==> src/rtl/pit_share_sequencer.sv <==
// Round-robin owner of the shared interval timer: reloads it with the winner's settings
// over the byte-wide write port and routes timer interrupts back as per-owner done pulses.
module pit_share_sequencer #(
    parameter int NUM_REQ     = 4,
    parameter int CFG_TIMEOUT = 8
) (
    input  logic                   clk,
    input  logic                   reset,
    input  logic [NUM_REQ-1:0]     req,
    input  logic [16*NUM_REQ-1:0]  req_count,
    input  logic [NUM_REQ-1:0]     req_divider,
    input  logic [NUM_REQ-1:0]     req_repeat,
    output logic [NUM_REQ-1:0]     grant,
    output logic [NUM_REQ-1:0]     done,
    output logic                   cfg_err,
    output logic                   busy,
    output logic                   timer_rst,
    output logic                   timer_we,
    output logic [1:0]             timer_addr,
    output logic [7:0]             timer_data,
    input  logic                   timer_irq,
    input  logic                   timer_counter_set
);
    localparam int PW = (NUM_REQ > 1) ? $clog2(NUM_REQ) : 1;
    localparam int TW = $clog2(CFG_TIMEOUT + 1);
    localparam logic [TW-1:0] TO = TW'(CFG_TIMEOUT);

    typedef enum logic [2:0] {
        S_IDLE, S_CLEAR, S_WR_CFG, S_WR_HI, S_WR_LO, S_WAIT_SET, S_ARMED, S_RELEASE
    } state_t;

    state_t             r_state, w_next;
    logic [PW-1:0]      r_ptr, w_ptr_next, r_owner, w_owner_next, w_sel;
    logic               w_found;
    logic [15:0]        r_count;
    logic               r_div, r_rep;
    logic [TW-1:0]      r_tcnt, w_tcnt_next;
    logic [NUM_REQ-1:0] r_grant, w_grant, r_done, w_done;
    logic               r_cfg_err, w_cfg_err, r_busy, r_timer_rst, w_rst, r_timer_we, w_we;
    logic [1:0]         r_addr, w_addr;
    logic [7:0]         r_data, w_data;

    function automatic logic [PW-1:0] wrap_add(input logic [PW-1:0] base, input int off);
        logic [PW:0] s;
        s = {1'b0, base} + (PW+1)'(off);
        if (s >= (PW+1)'(NUM_REQ)) s = s - (PW+1)'(NUM_REQ);
        return s[PW-1:0];
    endfunction

    // First requester at or after the pointer, wrapping.
    always_comb begin
        w_found = 1'b0;
        w_sel   = '0;
        for (int k = 0; k < NUM_REQ; k++) begin
            if (!w_found && req[wrap_add(r_ptr, k)]) begin
                w_found = 1'b1;
                w_sel   = wrap_add(r_ptr, k);
            end
        end
    end

    always_comb begin
        w_next       = r_state;
        w_ptr_next   = r_ptr;
        w_owner_next = r_owner;
        w_tcnt_next  = r_tcnt;
        w_done       = '0;
        w_cfg_err    = 1'b0;
        case (r_state)
            S_IDLE: if (w_found) begin
                w_next       = S_CLEAR;
                w_owner_next = w_sel;
            end
            S_CLEAR:  w_next = S_WR_CFG;
            S_WR_CFG: w_next = S_WR_HI;
            S_WR_HI:  w_next = S_WR_LO;
            S_WR_LO: begin
                w_next      = S_WAIT_SET;
                w_tcnt_next = '0;
            end
            S_WAIT_SET: if (timer_counter_set) begin
                w_next = S_ARMED;
            end else begin
                w_tcnt_next = r_tcnt + 1'b1;
                if (r_tcnt + 1'b1 == TO) begin
                    w_cfg_err = 1'b1;
                    w_next    = S_RELEASE;
                end
            end
            S_ARMED: if (timer_irq) begin
                w_done = NUM_REQ'(1) << r_owner;
                if (!r_rep) w_next = S_RELEASE;
            end
            S_RELEASE: begin
                w_ptr_next = wrap_add(r_owner, 1);
                w_next     = S_IDLE;
            end
            default: w_next = S_IDLE;
        endcase
        // Owner withdrawal aborts the load; a same-cycle irq still yields its done pulse.
        if (r_state != S_IDLE && r_state != S_RELEASE && !req[r_owner]) begin
            w_next    = S_RELEASE;
            w_cfg_err = 1'b0;
        end

        w_rst  = (w_next == S_CLEAR) || (w_next == S_RELEASE);
        w_we   = 1'b0;
        w_addr = 2'b00;
        w_data = 8'h00;
        case (w_next)
            S_WR_CFG: begin w_we = 1'b1; w_addr = 2'b00; w_data = {r_div, r_rep, 6'b0}; end
            S_WR_HI:  begin w_we = 1'b1; w_addr = 2'b01; w_data = r_count[15:8];       end
            S_WR_LO:  begin w_we = 1'b1; w_addr = 2'b10; w_data = r_count[7:0];        end
            default:  ;
        endcase
        w_grant = (w_next == S_IDLE || w_next == S_RELEASE) ? '0 : (NUM_REQ'(1) << w_owner_next);
    end

    always_ff @(posedge clk) begin
        if (reset) begin
            r_state     <= S_IDLE;
            r_ptr       <= '0;
            r_owner     <= '0;
            r_count     <= '0;
            r_div       <= 1'b0;
            r_rep       <= 1'b0;
            r_tcnt      <= '0;
            r_grant     <= '0;
            r_done      <= '0;
            r_cfg_err   <= 1'b0;
            r_busy      <= 1'b0;
            r_timer_rst <= 1'b0;
            r_timer_we  <= 1'b0;
            r_addr      <= 2'b00;
            r_data      <= 8'h00;
        end else begin
            r_state     <= w_next;
            r_ptr       <= w_ptr_next;
            r_owner     <= w_owner_next;
            r_tcnt      <= w_tcnt_next;
            r_grant     <= w_grant;
            r_done      <= w_done;
            r_cfg_err   <= w_cfg_err;
            r_busy      <= (w_next != S_IDLE);
            r_timer_rst <= w_rst;
            r_timer_we  <= w_we;
            r_addr      <= w_addr;
            r_data      <= w_data;
            if (r_state == S_IDLE && w_found) begin
                r_count <= req_count[16*w_sel +: 16];
                r_div   <= req_divider[w_sel];
                r_rep   <= req_repeat[w_sel];
            end
        end
    end

    assign grant      = r_grant;
    assign done       = r_done;
    assign cfg_err    = r_cfg_err;
    assign busy       = r_busy;
    assign timer_rst  = r_timer_rst;
    assign timer_we   = r_timer_we;
    assign timer_addr = r_addr;
    assign timer_data = r_data;
endmodule

==> config.mk <==
export PLATFORM = sky130hd
export DESIGN_NAME = pit_share_sequencer
export DESIGN_NICKNAME = d
export VERILOG_FILES = /design/src/rtl/pit_share_sequencer.sv
export SDC_FILE = /design/constraint.sdc
export NUM_CORES = 1
export LEC_CHECK = 0
export CORE_MARGIN = 2
export CORE_UTILIZATION = 48
export DETAILED_ROUTE_END_ITERATION = 7
export GPL_TIMING_DRIVEN = 0
export MAX_ROUTING_LAYER = met4
export PLACE_DENSITY = 0.86
export SETUP_SLACK_MARGIN = 0.2
export SYNTH_ARGS = -nofsm -noshare
export SYNTH_HDL_FRONTEND = slang
export SYNTH_SLANG_ARGS = --single-unit
==> constraint.sdc <==
create_clock -name clk -period 3.57 [get_ports clk]
set_input_delay 0.714 -clock clk [delete_from_list [all_inputs] [get_ports clk]]
set_output_delay 0.714 -clock clk [all_outputs]
set_load 0.1 [all_outputs]
==> metrics.txt, run 1 <==
cell taking the most area after synthesis dfxtp_1; placer congestion estimate 0.925; IO Pins 102; chip width 78.7 um; worst hold start r_count[13]$_SDFFE_PP0P_; core area 5440 sq um; setup violators final 0; post-synthesis compound-gate area fraction 0.185; post-synthesis adder-cell area fraction 0.00840; Chip Height 78.7 um; area share of the largest cell type after synthesis 0.381; leading cell type in the layout, fill and taps excluded clkdlybuf4s50_1; crit-path cells clkdlybuf4s50_1, a21oi_1, nor3b_1, nor3_2, clkbuf_1, mux2i_1, o221ai_1; library cells used by synthesis 50; Slew @ Worst Pin 0.994 ns; Vias/cell 5.73; crit path DAT 2.86 ns; RSZ-0062 raised after global routing no; status finished clean; Fin Hold WS 0.484 ns; sequential area share after synthesis 0.381; CTS Buffer Depth 2; Area contributors post-synth dfxtp_1 (38%), mux2i_1 (13%), o221ai_1 (5.9%), nand3b_1 (4.8%), nand2_1 (4.1%); FMAX 0.372 GHz; asr flop ratio synth 0; DRC 0; total number of vias 2,749; Static Leakage 1.36 nW; Buffers on Ports 99; clk_lat worst skew 0.30 ns; RR Startpoint r_ptr[1]$_SDFFE_PP0N_; Synth Area in XOR/XNOR 0.00327; portion of netlist area occupied by mux cells 0.143; Max-slew headroom 0.335; Final Max Tran Viols 0; Antenna Nets Post-Route 0; CP peak stage delay 0.59 ns; reg2reg path depth 6; reg2reg end r_count[10]$_SDFFE_PP0P_; number of fill cells in the layout 438; WL per Instance 15.7 um; Fin Clk Skew 0.00840 ns; post_cts resized 0; vias in the first global route 2,653; initial antenna violation count 0; Mapped Area 2680 sq um; CTS root buf clkbuf_8; Simple-Gate Fraction of Synth Area 0.224; Synth Flop Type dfxtp_1; Yosys Warn Count 0; Sink Count 51; Worst Hold End timer_data[5]$_SDFF_PP0_; peak supply drop 0.259 mV; CTS tree done; first-pass GRT wire length 12,300 um; DRT Pass-1 Iters 6; Post-Syn Area per Cell 8.90 sq um; Synth Instances 301; Initial Util 0.493; fraction of layout cells with a size suffix above 1 0.0760; CTS Buf Count 5; main combinational cell family by area after synthesis simple AND/OR/NAND/NOR gates; FP Rows 27; number of H-tree levels 2; GR Overflow Total 0; Crit. End Element flop; ant diodes 0; Layout area overhead 44.2%; Power Density 431 nW/um^2; CP startpoint kind input pin; final wirelength 7550 um; most frequent cells in the layout clkdlybuf4s50_1 (99), dfxtp_1 (51), mux2i_1 (36); Tot GR Track Use 0.255; Post-CTS Hold Buffers 0; largest net degree at the start of global routing 16; Die ar. 6200 sq um; number of max-cap violations 0; Hold Crit Depth 2; Synth Register Bits 51; hpwl dp 5760 um; Post-synth EDFFs 0; Setup Buffers After CTS 0; final period utilization 0.752; Synth Net Count 382; WP data required 3.74 ns; CP max FO 10; crit path time final 2.69 ns; reg2reg setup slack 1.44 ns; Worst-path clk slew 0.09 ns; Max stage delay cell, worst path clkbuf_1; Iter 0 DRT Violations 213; Fin. Hold Viols 0; Fin Setup TNS 0 ns; Crit Path Class in -> reg; Hold/Removal Path Class reg -> reg; fin nets 488
## sequential cells by signal, summed over array words and instances (netlist names)
register and cells:
r_count 16, timer_data 8, done 4, grant 4, r_tcnt 4, r_state 3, r_owner 2, r_ptr 2
timer_addr 2, busy 1, cfg_err 1, r_div 1, r_rep 1, timer_rst 1, timer_we 1
## synth_stat cells, drive strengths merged, types with 2 or more instances
master / count
a211oi: 2
a21oi: 17
a311oi: 2
a31oi: 2
a32oi: 2
and2: 3
buf: 12
clkbuf: 12
dfxtp: 51
inv: 10
mux2i: 36
nand2: 29
nand2b: 4
nand3: 3
nand3b: 17
nor2: 16
nor3: 17
nor3b: 2
o211ai: 7
o21ai: 5
o221ai: 18
o22ai: 2
o31a: 3
o32ai: 2
or2: 3
or3: 6
or4: 2
## critical path: cells and delay by family
kind / cells / cell delay [ns]
and+or+nand+nor: 2 / 0.45
AOI/OAI and AO/OA: 2 / 0.31
muxes: 1 / 0.30
buffers and inverters: 2 / 1.09
## report_power, final
| part | total, W | switching [W] | internal (W) |
|---|---|---|---|
| Clock | 0.000366 | 0.000189 | 0.000177 |
| Combinational | 0.000630 | 0.000379 | 0.000252 |
| Sequential | 0.000671 | 0.0000388 | 0.000632 |
| Total | 0.00167 | 0.000607 | 0.00106 |
## worst max path at each step
stage | start | cells past startpoint | end
finish | req[1] | 7 | r_count[10]$_SDFFE_PP0P_
global route | req[1] | 7 | r_count[10]$_SDFFE_PP0P_
CTS | req[1] | 7 | r_count[10]$_SDFFE_PP0P_
detailed placement | req[1] | 7 | r_count[10]$_SDFFE_PP0P_
global placement | req[0] | 7 | r_count[10]$_SDFFE_PP0P_
floorplan | req[0] | 6 | r_count[10]$_SDFFE_PP0P_
## area by class of cell
| type | instances | area [sq um] | share of cell area |
|---|---|---|---|
| plain buffers | 24 | 111 | 0.0288 |
| clock buffers | 7 | 96.3 | 0.0249 |
| clock inverters | 1 | 7.51 | 0.00194 |
| inverters | 10 | 37.5 | 0.00971 |
| multi-input cells | 216 | 1510 | 0.391 |
| flip-flops and latches | 51 | 1020 | 0.264 |
| well taps | 72 | 90.1 | 0.0233 |
| repair buffers | 99 | 991 | 0.256 |
## stage by stage
step,setup WS (ns),util,instances,cell area [sq um],total power [W]
after floorplan,1.41,-,301,2680,0.00110
after global placement,0.632,0.692,472,3760,0.00129
after detailed placement,0.615,0.692,472,3760,0.00130
after CTS,0.916,0.711,480,3860,0.00166
after global routing,0.789,0.711,480,3860,0.00175
final,0.884,0.711,480,3860,0.00167
## cells by family after synthesis
family / after synthesis
compound gates: 68
flops: 51
fa+ha+maj: 2
xor+xnor: 1
buf+inv: 34
simple gates: 108
mux: 37
## layer usage
layer  global-route usage  up-vias  part of all wire
li1                     -     1324                 -
met1                0.320     1280              0.43
met2                0.421      125              0.49
met3               0.0443       20             0.060
met4               0.0789        0             0.021
met5                    -        -                 0
No activity file was read; power rests on OpenSTA's default activity.
==> run 2: changes to the inputs <==
--- a/config.mk
+++ b/config.mk
@@ -6,11 +6,11 @@
 export NUM_CORES = 1
 export LEC_CHECK = 0
 export CORE_MARGIN = 2
-export CORE_UTILIZATION = 48
+export CORE_UTILIZATION = 40
 export DETAILED_ROUTE_END_ITERATION = 7
 export GPL_TIMING_DRIVEN = 0
 export MAX_ROUTING_LAYER = met4
-export PLACE_DENSITY = 0.86
+export PLACE_DENSITY = 0.77
 export SETUP_SLACK_MARGIN = 0.2
 export SYNTH_ARGS = -nofsm -noshare
 export SYNTH_HDL_FRONTEND = slang
==> constraint.sdc (replaced) <==
create_clock -name clk -period 2.3 [get_ports clk]
set_input_delay 0.46 -clock clk [delete_from_list [all_inputs] [get_ports clk]]
set_output_delay 0.46 -clock clk [all_outputs]
set_load 0.1 [all_outputs]
==> run 2 against run 1 <==
  * The run now ends with DRC left
  * Total power grew 51%
  * Routed wire length grew 4.7%
  * First-iteration DRC count shrank 36%
  * Critical path depth shrank 1
  * Final cell count grew 1.0%
  * Critical path type is now reg -> reg
  * Global-route usage shrank 2.9 points
  * Worst setup slack lost 0.59 ns
  * Critical endpoint is now grant[1]$_SDFF_PP0_
  * Non-clock buffer count is the same
==> metrics.txt, run 2 (synthesized netlist as in run 1, its figures left out) <==
status complete, but fails checks (was finished clean); failing checks DRC; Tot GR Track Use 0.225 (was 0.255); leading cell type in the layout, fill and taps excluded clkdlybuf4s50_1 (unchanged); placer congestion estimate 0.849 (was 0.925); reg2reg end grant[1]$_SDFF_PP0_ (was r_count[10]$_SDFFE_PP0P_); WL per Instance 16.3 um (was 15.7 um); delay-heaviest family, CP simple AND/OR/NAND/NOR gates (was buffers and inverters); ant diodes 0 (unchanged); worst hold start r_count[10]$_SDFFE_PP0P_ (was r_count[13]$_SDFFE_PP0P_); CP max FO 7 (was 10); Iter 0 DRT Violations 136 (was 213); final period utilization 0.871; Final Max Tran Viols 0 (unchanged); Clock power frac 0.200 (was 0.219); sequential group share of total power 0.416 (was 0.402); switching share of power 0.374 (was 0.364); fin nets 488 (unchanged); total number of vias 2,684 (was 2,749); CTS tree done (unchanged); IO Pins 102 (unchanged); initial antenna violation count 0 (unchanged); setup violators final 0 (unchanged); FMAX 0.499 GHz; core area 6420 sq um (was 5440 sq um); GR Overflow Total 0 (unchanged); Setup Buffers After CTS 0 (unchanged); Fin Clk Skew 0.0111 ns (was 0.00840 ns); WP buf/inv 1 (was 2); vias in the first global route 2,605 (was 2,653); Crit. End Element flop (unchanged); CP startpoint kind flop (was input pin); Slew @ Worst Pin 0.994 ns (about the same); Largest Register r_count (unchanged); Pint 0.00157 W (was 0.00106 W); Fin Setup TNS 0 ns (unchanged); clk_lat worst skew 0.31 ns (was 0.30 ns); DRC 6 (was 0); number of max-cap violations 0 (unchanged); Hold/Removal Path Class reg -> reg (unchanged); reg2reg path depth 6 (unchanged); crit path time final 2.00 ns; reg2reg setup slack 0.30 ns (was 1.44 ns); final wirelength 7910 um (was 7550 um); Power Density 653 nW/um^2 (was 431 nW/um^2); number of H-tree levels 2 (unchanged); Max stage delay cell, worst path mux4_2 (was clkbuf_1); max reg flops 16 (unchanged); Die ar. 7370 sq um (was 6200 sq um); FP Rows 29 (was 27); post-route cell area 3850 sq um (was 3860 sq um); CP peak stage delay 0.59 ns (about the same); largest net degree at the start of global routing 15 (was 16); most frequent cells in the layout clkdlybuf4s50_1 (73), dfxtp_1 (51), mux2i_1 (36) (was clkdlybuf4s50_1 (99), dfxtp_1 (51), mux2i_1 (36)); Fin. Hold Viols 0 (unchanged); Vias/cell 5.53 (was 5.73); Initial Util 0.417 (was 0.493); Chip Height 85.9 um (was 78.7 um); Comb power frac 0.384 (was 0.378); fraction of layout cells with a size suffix above 1 0.0833 (was 0.0760); Worst-path clk slew 0.10 ns (was 0.09 ns); RR Startpoint r_owner[0]$_SDFF_PP0_ (was r_ptr[1]$_SDFFE_PP0N_); hpwl dp 6110 um (was 5760 um); WP data required 2.48 ns (was 3.74 ns); Antenna Nets Post-Route 0 (unchanged); Hold Crit Depth 2 (unchanged); chip width 85.9 um (was 78.7 um); Layout area overhead 43.7% (was 44.2%); number of fill cells in the layout 584 (was 438); placed cell areas 3770 sq um (was 3760 sq um); DRT Pass-1 Iters 6 (unchanged); Worst Hold End timer_data[2]$_SDFF_PP0_ (was timer_data[5]$_SDFF_PP0_); peak supply drop 0.330 mV (was 0.259 mV); RSZ-0062 raised after global routing yes (was no); Max-slew headroom 0.340 (was 0.335); CTS Buf Count 5 (unchanged); first-pass GRT wire length 12,600 um (was 12,300 um); crit-path cells buf_6, mux4_2, and2_4, o21a_4, nor4_4, nor3_1 (was clkdlybuf4s50_1, a21oi_1, nor3b_1, nor3_2, clkbuf_1, mux2i_1, o221ai_1); crit path DAT 2.18 ns (was 2.86 ns); CTS root buf clkbuf_8 (unchanged); CTS Buffer Depth 2 (unchanged); Static Leakage 1.47 nW (was 1.36 nW); Psw 0.000941 W (was 0.000607 W); Sink Count 51 (unchanged); Crit Path Class reg -> reg (was in -> reg); Buffers on Ports 99 (unchanged)
[run 2: changes by cell type in the layout (fill, tap and decap cells not counted), sizes merged]
cell           before  now
clkdlybuf4s50      99   73
dlygate4sd2         0   25
buf                12   11
clkbuf             19   20
clkdlybuf4s15       0    1
clkinv              0    1
clkinvlp            1    0
[run 2: cell type report]
cell class | instances | area [sq um] | area share
multi-input cells | 216 | 1530 | 0.396
flip-flops and latches | 51 | 1020 | 0.265
repair buffers | 99 | 960 | 0.249
plain buffers | 24 | 129 | 0.0335
well taps | 77 | 96.3 | 0.0250
clock buffers | 7 | 76.3 | 0.0198
inverters | 10 | 37.5 | 0.00975
clock inverters | 1 | 5.00 | 0.00130
[run 2: tightest hold or removal path, delay by kind of cell (launching register included)]
family	cells	cell delay, ns
flip-flops	1	0.32
AO/OA/AOI/OAI	1	0.06
AND/OR/NAND/NOR	1	0.07
[run 2: worst max-delay path by stage]
| stage | startpoint | end | slack, ns | cells after the start |
|---|---|---|---|---|
| floorplan | req[0] | r_count[10]$_SDFFE_PP0P_ | 0.39 | 6 |
| CTS | r_owner[0]$_SDFF_PP0_ | grant[1]$_SDFF_PP0_ | 0.23 | 6 |
| detailed placement | req[1] | r_count[13]$_SDFFE_PP0P_ | -0.38 | 7 |
| global placement | req[0] | r_count[9]$_SDFFE_PP0P_ | -0.37 | 7 |
| global route | r_state[2]$_SDFF_PP0_ | timer_data[7]$_SDFF_PP0_ | 0.19 | 7 |
| finish | r_owner[0]$_SDFF_PP0_ | grant[1]$_SDFF_PP0_ | 0.30 | 6 |
[run 2: power by group through the flow]
stage                     sequential (W)  clock (W)  combinational (W)
final                            0.00105   0.000502           0.000966
after global routing             0.00105   0.000547            0.00104
after CTS                        0.00104   0.000510           0.000963
after detailed placement         0.00106          0           0.000971
after global placement           0.00106          0           0.000953
after floorplan                  0.00123          0           0.000475
[run 2: metrics by stage]
| stage | hold slack (ns) | instances | total power, W | worst slack [ns] | util |
|---|---|---|---|---|---|
| after CTS | 0.487 | 485 | 0.00251 | 0.230 | 0.598 |
| final | 0.487 | 485 | 0.00251 | 0.298 | 0.600 |
| after global routing | 0.506 | 485 | 0.00264 | 0.192 | 0.600 |
| after floorplan | 0.436 | 301 | 0.00171 | 0.395 | - |
| after detailed placement | 0.482 | 477 | 0.00203 | -0.382 | 0.587 |
| after global placement | 0.472 | 477 | 0.00201 | -0.371 | 0.587 |
[run 2: what timing repair did]
action	CTS	global route
setup endpoints to repair	48	9
gates resized for setup	35	3
hold buffers	0	0
pin swaps	0	1
[run 2: per-layer routing]
metal  up-vias  track usage  wire length [um]  part of all wire
li1       1327            -                 -                 -
met1      1265        0.273              3310              0.42
met2        87        0.391              3990              0.50
met3         5       0.0385               536             0.068
met4         0       0.0519                74            0.0094
met5         -            -                 0                 0
==> run 3: changes to the inputs <==
--- a/config.mk
+++ b/config.mk
@@ -6,11 +6,11 @@
 export NUM_CORES = 1
 export LEC_CHECK = 0
 export CORE_MARGIN = 2
-export CORE_UTILIZATION = 40
+export CORE_UTILIZATION = 44
 export DETAILED_ROUTE_END_ITERATION = 7
 export GPL_TIMING_DRIVEN = 0
 export MAX_ROUTING_LAYER = met4
-export PLACE_DENSITY = 0.77
+export PLACE_DENSITY = 0.8
 export SETUP_SLACK_MARGIN = 0.2
 export SYNTH_ARGS = -nofsm -noshare
 export SYNTH_HDL_FRONTEND = slang
==> constraint.sdc (replaced) <==
create_clock -name clk -period 1.85 [get_ports clk]
set_input_delay 0.37 -clock clk [delete_from_list [all_inputs] [get_ports clk]]
set_output_delay 0.37 -clock clk [all_outputs]
set_load 0.1 [all_outputs]
==> run 3 against run 2 <==
  * The run ends with setup timing left
  * Final cell count grew 3.9%
  * Core utilization grew 17 points
  * Register-to-register slack lost 0.34 ns
  * Worst setup slack lost 0.34 ns
  * Critical path depth is the same
  * Clock power grew 37%
  * Non-clock buffer count grew 21
  * Die area shrank 8.7%
  * Combinational power grew 71%
  * Via count grew 7.1%
  * Total power grew 45%
  * First-iteration DRC count grew 4.4%
  * Largest cell class unchanged
==> metrics.txt, run 3 (synthesized netlist as in run 1, its figures left out) <==
crit path DAT 2.09 ns (was 2.18 ns); Die ar. 6730 sq um (was 7370 sq um); Fin. Hold Viols 0 (unchanged); DRT Pass-1 Iters 4 (was 6); DRC 0 (was 6); Slew @ Worst Pin 0.648 ns (was 0.994 ns); final wirelength 9040 um (was 7910 um); Tot GR Track Use 0.271 (was 0.225); setup violators final 4 (was 0); Vias/cell 5.70 (was 5.53); max reg flops 16 (unchanged); CP max FO 4 (was 7); status complete, but fails checks (unchanged); core area 5920 sq um (was 6420 sq um); FP Rows 28 (was 29); WP data required 2.05 ns (was 2.48 ns); Initial Util 0.453 (was 0.417); number of max-cap violations 0 (unchanged); largest net degree at the start of global routing 17 (was 15); total number of vias 2,875 (was 2,684); peak supply drop 0.590 mV (was 0.330 mV); first-pass GRT wire length 13,500 um (was 12,600 um); IO Pins 102 (unchanged); Post-CTS Hold Buffers 0 (unchanged); Static Leakage 1.62 nW (was 1.47 nW); Fin Hold WS 0.486 ns (was 0.487 ns); Worst-path clk slew 0.10 ns (about the same); Antenna Nets Post-Route 0 (unchanged); CTS Buf Count 5 (unchanged); DP Worst Slack -0.607 ns (was -0.382 ns); Largest Register r_count (unchanged); initial antenna violation count 0 (unchanged); Hold/Removal Path Class reg -> reg (unchanged); number of fill cells in the layout 358 (was 584); Iter 0 DRT Violations 142 (was 136); most frequent cells in the layout clkdlybuf4s50_1 (73), dfxtp_1 (46), mux2i_1 (30) (was clkdlybuf4s50_1 (73), dfxtp_1 (51), mux2i_1 (36)); Crit Path Class reg -> reg (unchanged); GR Overflow Total 0 (unchanged); Layout area overhead 70.1% (was 43.7%); Multi-input gate area 1850 sq um (was 1530 sq um); Crit. End Element flop (unchanged); CTS Buffer Depth 2 (unchanged); WL per Instance 17.9 um (was 16.3 um); ant diodes 0 (unchanged); RSZ-0062 raised after global routing yes (unchanged); placer congestion estimate 0.857 (was 0.849); Max-slew headroom 0.568 (was 0.340); Power Density 799 nW/um^2 (was 653 nW/um^2); clk_lat worst skew 0.31 ns (about the same); CTS tree done (unchanged); FMAX 0.528 GHz (was 0.499 GHz); final period utilization 1.02 (was 0.871); fin nets 509 (was 488); number of H-tree levels 2 (unchanged); failing checks setup timing (was DRC); hpwl dp 5940 um (was 6110 um); Final Max Tran Viols 0 (unchanged); total power 0.00364 W (was 0.00251 W); vias in the first global route 2,835 (was 2,605); Chip Height 82.0 um (was 85.9 um); Reg area 1030 sq um (was 1020 sq um); CTS root buf clkbuf_8 (unchanged); chip width 82.0 um (was 85.9 um); crit path time final 1.90 ns (was 2.00 ns); Buffers on Ports 99 (unchanged); leading cell type in the layout, fill and taps excluded clkdlybuf4s50_1 (unchanged); fraction of layout cells with a size suffix above 1 0.331 (was 0.0833); Fin Clk Skew 0.0141 ns (was 0.0111 ns); Sink Count 51 (unchanged); CP startpoint kind flop (unchanged); PnR worst setup slack -0.0453 ns (was 0.298 ns)
-- run 3: changes by cell type in the layout (fill, tap and decap cells not counted), sizes merged --
cell,before,now
buf,11,33
clkbuf,20,18
clkdlybuf4s15,1,25
clkinvlp,0,1
dlygate4sd2,25,1
-- run 3: metrics by stage --
step	area [sq um]	instances	util	setup TNS (ns)
CTS	4420	499	0.747	0
finish	4560	504	0.770	-0.111
global placement	3790	475	0.641	-17.09
floorplan	2710	301	-	0
detailed placement	3790	475	0.641	-19.11
global route	4560	504	0.770	-0.361
-- run 3: critical path, stage by stage (launching register included) --
cell     delay [ns]
dfxtp_2        0.34
buf_6          0.09
mux4_2         0.53
and2_4         0.19
o21a_4         0.20
nor4_4         0.34
nor3_1         0.10
-- run 3: cell type report --
cell class              instances  area share
repair buffers                120       0.275
clock inverters                 2     0.00357
inverters                      10     0.00878
clock buffers                   6      0.0181
multi-input cells             216       0.405
flip-flops and latches         51       0.225
plain buffers                  24      0.0434
well taps                      75      0.0206
-- run 3: power breakdown --
group | total, W | internal, W | leakage, nW | switching (W)
combinational | 0.00165 | 0.000733 | 1.15 | 0.000913
clock | 0.000687 | 0.000306 | 0.0474 | 0.000381
sequential | 0.00131 | 0.00122 | 0.418 | 0.0000862
-- run 3: repair_timing --
action	4_1_cts	5_1_grt
pin swaps	34	12
buffers inserted	15	5
cloned	1	0
endpoints found under the setup margin	69	42
resized for setup	150	28
-- run 3: final timing paths --
check                           start                        to  slack [ns]  cells past startpoint
max reg2reg     r_owner[0]$_SDFF_PP0_       grant[2]$_SDFF_PP0_       -0.05                      6
min reg2reg  r_count[11]$_SDFFE_PP0P_  timer_data[3]$_SDFF_PP0_        0.49                      2
min          r_count[11]$_SDFFE_PP0P_  timer_data[3]$_SDFF_PP0_        0.49                      2
max             r_owner[0]$_SDFF_PP0_       grant[2]$_SDFF_PP0_       -0.05                      6
-- run 3: metal layers --
metal  vias to the layer above  share of wire  global-route usage
met1                      1376           0.41               0.319
met3                        16          0.056              0.0505
li1                       1376              -                   -
met5                         -              0                   -
met2                       107           0.52               0.465
met4                         0          0.015              0.0867
